## src/rtl/regfile_dump.sv

```systemverilog
// -----------------------------------------------------------------------------
// regfile_dump
//
// Sequential read-port client for the 32x32 CPU register file. A Start pulse
// in IDLE walks register indices FIRST_REG..LAST_REG through one read port
// (drives RA, captures BusA READ_LAT cycles later) and streams each value
// with its index over a valid/ready output.
//
// Optional feature macro: REGDUMP_CHECKSUM_EN
//   defined   : one extra word follows register LAST_REG, carrying the XOR of
//               all dumped register values with DumpIdx=0 and DumpLast=1.
//   undefined : no checksum state/register; the LAST_REG word has DumpLast=1.
//
// Parameters:
//   FIRST_REG  first register index dumped (0..31)
//   LAST_REG   last register index dumped (FIRST_REG <= LAST_REG <= 31)
//   READ_LAT   cycles from an RA change to BusA valid at a rising edge (>= 1)
//
// Ports:
//   Clk        clock, all state updates on the rising edge
//   Rst        synchronous active-high reset; aborts a dump without Done
//   Start      begin a dump; sampled only in IDLE
//   RA         read address to the register file
//   BusA       read data from the register file
//   DumpData   current stream word
//   DumpIdx    register index of DumpData (0 for the checksum word)
//   DumpValid  DumpData/DumpIdx/DumpLast valid
//   DumpReady  consumer accepts the word
//   DumpLast   marks the final word of the dump
//   Busy       dump in progress
//   Done       one-cycle pulse after the final transfer
//   dbg_state  current FSM state (IDLE=0, ADDR=1, SEND=2, CSUM=3, DONE=4)
//
// Handshake: a word transfers on a rising edge where DumpValid && DumpReady.
// Once DumpValid is raised, DumpData/DumpIdx/DumpLast hold stable and
// DumpValid stays high until that transfer happens. All outputs are
// registered; nothing combinational runs from DumpReady or BusA to an output.
// -----------------------------------------------------------------------------
module regfile_dump #(
    parameter int FIRST_REG = 0,
    parameter int LAST_REG  = 31,
    parameter int READ_LAT  = 1
) (
    input  logic        Clk,
    input  logic        Rst,
    input  logic        Start,
    output logic [4:0]  RA,
    input  logic [31:0] BusA,
    output logic [31:0] DumpData,
    output logic [4:0]  DumpIdx,
    output logic        DumpValid,
    input  logic        DumpReady,
    output logic        DumpLast,
    output logic        Busy,
    output logic        Done,
    output logic [2:0]  dbg_state
);

    typedef enum logic [2:0] {
        S_IDLE = 3'd0,
        S_ADDR = 3'd1,
        S_SEND = 3'd2,
        S_CSUM = 3'd3,
        S_DONE = 3'd4
    } state_t;

    // Wait counter just wide enough to hold READ_LAT.
    localparam int CW = (READ_LAT < 2) ? 1 : $clog2(READ_LAT + 1);

    localparam logic [4:0]    FIRST_IDX = 5'(FIRST_REG);
    localparam logic [4:0]    LAST_IDX  = 5'(LAST_REG);
    localparam logic [CW-1:0] LAT_INIT  = CW'(READ_LAT);
    localparam logic [CW-1:0] LAT_ONE   = CW'(1);

    state_t        state;
    logic [CW-1:0] wait_cnt;

`ifdef REGDUMP_CHECKSUM_EN
    logic [31:0]   checksum;
`endif

    assign dbg_state = state;

    always_ff @(posedge Clk) begin
        if (Rst) begin
            state     <= S_IDLE;
            wait_cnt  <= '0;
            RA        <= '0;
            DumpData  <= '0;
            DumpIdx   <= '0;
            DumpValid <= 1'b0;
            DumpLast  <= 1'b0;
            Busy      <= 1'b0;
            Done      <= 1'b0;
`ifdef REGDUMP_CHECKSUM_EN
            checksum  <= '0;
`endif
        end else begin
            case (state)
                S_IDLE: begin
                    if (Start) begin
                        state    <= S_ADDR;
                        RA       <= FIRST_IDX;
                        wait_cnt <= LAT_INIT;
                        Busy     <= 1'b1;
`ifdef REGDUMP_CHECKSUM_EN
                        checksum <= '0;
`endif
                    end
                end

                S_ADDR: begin
                    wait_cnt <= wait_cnt - LAT_ONE;
                    // Counter at 1 means BusA reflects RA at this edge.
                    if (wait_cnt == LAT_ONE) begin
                        DumpData  <= BusA;
                        DumpIdx   <= RA;
`ifdef REGDUMP_CHECKSUM_EN
                        // The checksum word closes the stream instead.
                        DumpLast  <= 1'b0;
`else
                        DumpLast  <= (RA == LAST_IDX);
`endif
                        DumpValid <= 1'b1;
                        state     <= S_SEND;
                    end
                end

                S_SEND: begin
                    // DumpValid is always high in SEND, so DumpReady alone
                    // marks the transfer edge.
                    if (DumpReady) begin
`ifdef REGDUMP_CHECKSUM_EN
                        checksum <= checksum ^ DumpData;
`endif
                        if (DumpLast) begin
                            DumpValid <= 1'b0;
                            Busy      <= 1'b0;
                            Done      <= 1'b1;
                            state     <= S_DONE;
`ifdef REGDUMP_CHECKSUM_EN
                        end else if (DumpIdx == LAST_IDX) begin
                            // Drop valid for the CSUM cycle so the consumer
                            // cannot take the last register word twice.
                            DumpValid <= 1'b0;
                            state     <= S_CSUM;
`endif
                        end else begin
                            RA        <= RA + 5'd1;
                            wait_cnt  <= LAT_INIT;
                            DumpValid <= 1'b0;
                            state     <= S_ADDR;
                        end
                    end
                end

`ifdef REGDUMP_CHECKSUM_EN
                S_CSUM: begin
                    DumpData  <= checksum;
                    DumpIdx   <= 5'd0;
                    DumpLast  <= 1'b1;
                    DumpValid <= 1'b1;
                    state     <= S_SEND;
                end
`endif

                S_DONE: begin
                    Done  <= 1'b0;
                    state <= S_IDLE;
                end

                default: begin
                    state <= S_IDLE;
                end
            endcase
        end
    end

endmodule

```

## config.mk

```make
export PLATFORM = sky130hd
export DESIGN_NAME = regfile_dump
export DESIGN_NICKNAME = d
export VERILOG_FILES = /design/src/rtl/regfile_dump.sv
export SDC_FILE = /design/constraint.sdc
export NUM_CORES = 1
export LEC_CHECK = 0
export ABC_AREA = 1
export CORE_MARGIN = 2
export CORE_UTILIZATION = 39
export CTS_BUF_LIST = sky130_fd_sc_hd__clkbuf_2 sky130_fd_sc_hd__clkbuf_4 sky130_fd_sc_hd__clkbuf_8
export CTS_CLUSTER_DIAMETER = 50
export CTS_CLUSTER_SIZE = 20
export DETAILED_ROUTE_END_ITERATION = 12
export HOLD_SLACK_MARGIN = 0.08
export PLACE_DENSITY = 0.8
export SLEW_MARGIN = 5
export SYNTH_ARGS = -nofsm -noshare
export SYNTH_HDL_FRONTEND = slang
export SYNTH_SLANG_ARGS = --single-unit
```

## constraint.sdc

```tcl
create_clock -name Clk -period 1.4 [get_ports Clk]
set_clock_uncertainty 0.2 [all_clocks]
set_input_delay 0.28 -clock Clk [delete_from_list [all_inputs] [get_ports Clk]]
set_output_delay 0.28 -clock Clk [all_outputs]
set_load 0.05 [all_outputs]
```

==> results of run 1 <==
cell families after synthesis:
| logic type | count (synthesis) |
|---|---|
| AOI/OAI and AO/OA | 48 |
| DFF | 50 |
| buffers and inverters | 25 |
| adders and majority gates | 2 |
| and+or+nand+nor | 134 |
through the flow:
step           setup slack [ps]  TNS [ps]   util  hold slack [ps]  area (um2)
2_1_floorplan             -86.0     -2980      -              139        1960
3_5_place_dp               -362     -5350  0.737              292        3500
4_1_cts                    -125     -1630  0.864              315        4110
3_3_place_gp               -279     -3960  0.737              282        3500
what timing repair did:
action,4_1_cts
pin swaps,28
buffers inserted,13
gates cloned,5
resized for setup,127
endpoints found under the setup margin,53
cells in the mapped netlist (all sizes together):
library cell and instances:
nor2 97, clkbuf 8, nand2 26, buf 5
nand3 9, o21ai 42, ha 2, a21oi 6
inv 12, or2 1, dfxtp 50, nor3 1
==> impl_results.rst, run 1 <==
.. list-table::
   :header-rows: 1

   * - Metric
     - Value
   * - Number of sinks on the clock net
     - 50
   * - Number of buffers inserted during clock tree synthesis
     - 5
   * - Error msg
     - [ERROR DPL-0033] detailed placement checks failed during check placement.
   * - Port bufs
     - 84
   * - Count of boundary I/O pins
     - 85
   * - Pin count of the biggest net entering global routing
     - 30
   * - Biggest area consumer among synthesized cells
     - dfxtp_1
   * - Top cells by area, synth
     - dfxtp_1 52%, nor2_1 19%, o21ai_0 11%, nand2_1 4.9%, nand3_1 2.3%
   * - Number of hold buffers added after CTS
     - 0
   * - Area share of and/or/nand/nor cells after synthesis
     - 0.277
   * - Sequential area share after synthesis
     - 0.520
   * - Die span in y
     - 74.2 um
   * - Combinational family with the most area after synthesis
     - simple AND/OR/NAND/NOR gates
   * - Routability congestion estimate
     - 0.913
   * - XOR/XNOR Fraction of Synth Area
     - 0
   * - Depth of the CTS H-tree
     - 2
   * - Area of the mapped netlist
     - 1920 um2
   * - Number of antenna violations at the first check in global routing
     - 0
   * - Post-synth cell types
     - 16
   * - Mapped Cells
     - 259
   * - Maximum buffer depth of the clock tree
     - 2
   * - Initial core utilization
     - 0.405
   * - Net count after synthesis
     - 297
   * - Die width
     - 74.2 um
   * - GRT repair_timing worst endpoint
     - dbg_state[0]
   * - Outcome
     - stopped before the end
   * - Multiplexer area fraction after synthesis
     - 0
   * - Worst ep type
     - primary output
   * - Last stage the flow got to
     - global routing
   * - Synthesized flop and latch total
     - 50
   * - Top cell type's share of synthesized area
     - 0.520
   * - Adder-cell area share of the yosys netlist
     - 0.0130
   * - DPL Wire Length
     - 4270 um
   * - Count of standard-cell rows
     - 25
   * - CTS root buffer
     - clkbuf_8
   * - Count of placed standard cells including taps
     - 418
   * - Avg Inst Size Synth
     - 7.43 um2
   * - Synth Area in Compound Gates
     - 0.125
   * - YS warnings
     - 0
==> run 2: changes to the inputs <==
Settings changed: CORE_UTILIZATION 39 to 40, CTS_BUF_LIST sky130_fd_sc_hd__clkbuf_2 sky130_fd_sc_hd__clkbuf_4 sky130_fd_sc_hd__clkbuf_8 to unset, CTS_CLUSTER_DIAMETER 50 to unset, CTS_CLUSTER_SIZE 20 to unset, HOLD_SLACK_MARGIN 0.08 to unset, PLACE_DENSITY 0.8 to unset, PLACE_DENSITY_LB_ADDON set to 0.15.
Clock period 1.4 ns to 1.8 ns, I/O delays scaled along.
==> impl_results.rst, run 2 <==
.. list-table::
   :header-rows: 1

   * - Metric
     - Value
   * - Number of vias in the routed layout
     - 1896
   * - Leading cell types in the layout, fill and taps excluded
     - 96 x nor2_1, 48 x dfxtp_1, 42 x o21ai_0
   * - Sequential area share after synthesis
     - 0.520 (unchanged)
   * - FMAX
     - 596 MHz
   * - Antenna Diode Count
     - 0
   * - Detail-routed via count per cell
     - 4.74
   * - CTS tree
     - built
   * - Maximum buffer depth of the clock tree
     - 2 (unchanged)
   * - Transition time at the pin with the least slew margin
     - 329 ps
   * - Count of placed standard cells including taps
     - 393 (-6.0%)
   * - Worst-path clk slew
     - 80 ps
   * - Post-route ant nets
     - 0
   * - Setup repair after global routing missed its margin
     - no
   * - Endpoints failing setup
     - 0
   * - Length of routed met3 wiring
     - 330 um
   * - Data arrival time of the critical path
     - 1120 ps
   * - Top cells by area, synth
     - dfxtp_1 52%, nor2_1 19%, o21ai_0 11%, nand2_1 4.9%, nand3_1 2.3%
   * - Net count after synthesis
     - 297 (unchanged)
   * - Startpoint of the lowest-slack hold path
     - DumpData[15]$_SDFFE_PP0P_
   * - Leading registers by flop count
     - DumpData x32, DumpIdx x5, RA x5
   * - Flip-flop count of the largest register, all copies and words added
     - 32
   * - Pin count of the biggest net entering global routing
     - 32
   * - Sort of element at the start of the critical path
     - register
   * - Die span in y
     - 73.4 um (-1.2%)
   * - Avg Inst Size Synth
     - 7.43 um2 (unchanged)
   * - Peak fanout along the critical path
     - 10
   * - Uppermost layer routed
     - met4
   * - Number of cells on the worst reg-to-reg path
     - 6
   * - Routability congestion estimate
     - 0.952 (+4.3%)
   * - Count of boundary I/O pins
     - 85 (unchanged)
   * - Final critical delay including setup and external delays
     - 1680 ps
   * - Average detailed-routed wire length per instance
     - 11.7 um
   * - Post-CTS setup-driven buffer insertion count
     - 0 (-13)
   * - Number of global-route vias before repair
     - 1696
   * - Post-synth cell types
     - 16 (unchanged)
   * - Initial core utilization
     - 0.410 (+0.00540)
   * - Die width
     - 73.4 um (-1.2%)
   * - Non-filler cells, final
     - 400
   * - Layout cell share with drive strength beyond 1
     - 0.211
   * - Post-layout net count
     - 384
   * - Synthesized flop and latch total
     - 50 (unchanged)
   * - Latest clock arrival within the worst-skew pair
     - 290 ps
   * - Worst slew margin
     - 0.780
   * - Max-cap violation count
     - 0
   * - FF-to-FF End
     - DumpData[6]$_SDFFE_PP0P_
   * - Most frequent cell after synthesis
     - nor2_1
   * - Crit Path Category
     - reg -> out
   * - Biggest area consumer among synthesized cells
     - dfxtp_1
   * - Predominant post-synthesis flop cell
     - dfxtp_1
   * - Launch point of the worst reg-to-reg path
     - dbg_state[0]$_SDFFE_PP0P_
   * - Port bufs
     - 84 (unchanged)
   * - Leakage power
     - 1.30 nW
   * - Filler Cell Count
     - 423
   * - Number of hold buffers added after CTS
     - 0 (unchanged)
   * - Critical path required time
     - 1240 ps
   * - Sum of routed wire length over all layers
     - 4690 um
   * - Hold crit path type
     - reg -> reg
   * - Final period utilization
     - 0.932
   * - YS warnings
     - 0 (unchanged)
   * - Leading post-synthesis cells by instance count
     - 96 x nor2_1, 50 x dfxtp_1, 42 x o21ai_0, 25 x nand2_1, 10 x inv_1
   * - Layout Area Growth over Synthesis
     - 55.5%
   * - Top cell type's share of synthesized area
     - 0.520 (unchanged)
   * - Outcome
     - finished, final reports clean
   * - DRC
     - 0
   * - Wire length of the first global-routing pass
     - 7510 um
   * - Number of failing hold endpoints at the final stage
     - 0
   * - Depth of the CTS H-tree
     - 2 (unchanged)
   * - Count of standard-cell rows
     - 25 (unchanged)
   * - Total GRT Usage
     - 0.178
   * - Most common cell after layout, fill and taps aside
     - nor2_1
   * - Hold EP
     - DumpData[15]$_SDFFE_PP0P_
   * - DPL Wire Length
     - 3410 um (-20%)
   * - Slack of the worst reg-to-reg path
     - 230 ps
   * - CP endpoint kind
     - primary output
   * - Areal power density over the cells
     - 915 nW/um2
   * - Max-slew violation count
     - 0
   * - 1st-iter DRT viols
     - 89
   * - Register name with the most flops
     - DumpData
   * - Number of sinks on the clock net
     - 50 (unchanged)
   * - Peak supply drop
     - 496 uV
   * - Number of instances on the worst hold path
     - 2
   * - Wire length the detailed router placed on met1
     - 2090 um
   * - Mapped Cells
     - 259 (unchanged)
   * - FFs w/ async S/R, synth
     - 0 (unchanged)
   * - Remaining global-route overflow
     - 0
   * - Area of the mapped netlist
     - 1920 um2 (unchanged)
   * - Routed wl met2
     - 2190 um
   * - CTS root buffer
     - clkbuf_8
   * - Die outline area
     - 5380 um2
   * - Number of detailed-routing iterations run before antenna repair
     - 4
   * - Gates resized, CTS repair
     - 0 (-100%)
   * - Number of buffers inserted during clock tree synthesis
     - 5 (unchanged)
   * - Floorplan Core Area
     - 4690 um2
   * - Number of flops mapped to enable cells by yosys
     - 0 (unchanged)
   * - Number of antenna violations at the first check in global routing
     - 0
   * - Power after layout
     - 0.00274 W
## run 2: cell counts after synthesis
Identical to the previous run, type by type.
## run 2: cell type report
| cell class | count | area, um2 | area share |
|---|---|---|---|
| repair buffers | 93 | 998 | 0.334 |
| multi-input cells | 184 | 798 | 0.267 |
| well taps | 54 | 67.6 | 0.0226 |
| inverters | 12 | 45.0 | 0.0151 |
| flip-flops and latches | 50 | 1000 | 0.335 |
| clock inverters | 2 | 10.0 | 0.00335 |
| clock buffers | 5 | 68.8 | 0.0230 |
## run 2: worst max-delay path: stages, from the launching register on
cell	delay (ps)
dfxtp_1	520
buf_4	190
buf_12	120
## run 2: cells by family (layout without fill, tap and decap cells)
kind of cell / after synthesis / after routing / synth area share
and+or+nand+nor: 134 / 134 / 0.277
buffers and inverters: 25 / 112 / 0.0650
DFF: 50 / 50 / 0.520
adders and majority gates: 2 / 2 / 0.0130
AOI/OAI and AO/OA: 48 / 48 / 0.125
## run 2: how the worst max path moves through the flow
| stage | end | slack, ps | from |
|---|---|---|---|
| final | dbg_state[1] | 120 | dbg_state[1]$_SDFFE_PP0P_ |
| after global routing | DumpData[6]$_SDFFE_PP0P_ | 50 | dbg_state[0]$_SDFFE_PP0P_ |
| after CTS | dbg_state[1] | 120 | dbg_state[1]$_SDFFE_PP0P_ |
| after detailed placement | RA[4]$_SDFFE_PP0P_ | -40 | DumpReady |
| after global placement | RA[0]$_SDFFE_PP0P_ | 30 | DumpReady |
| after floorplan | DumpData[14]$_SDFFE_PP0P_ | 60 | dbg_state[0]$_SDFFE_PP0P_ |
## run 2: metal layers
metal | up-vias | global-route usage
met1 | 834 | 0.218
met3 | 7 | 0.0425
met4 | 0 | 0.0687
li1 | 988 | -
met2 | 67 | 0.300
met5 | - | 0
## run 2: per-stage QoR
stage	hold slack, ps	setup TNS (ps)	cell area (um2)	worst slack (ps)	util
CTS	290	0	2990	121	0.638
finish	288	0	2990	123	0.638
global route	310	0	2990	48.0	0.638
detailed placement	273	-66.0	2910	-44.9	0.621
floorplan	229	0	1930	64.5	-
global placement	263	0	2910	30.7	0.621
## run 2: power by group
group	switching [W]	internal, W	total, W	leakage, nW
clock network	0.000345	0.000262	0.000606	0.0438
logic	0.000517	0.000341	0.000857	0.849
registers	0.0000740	0.00120	0.00127	0.409
Power figures use the tool's default switching activity.
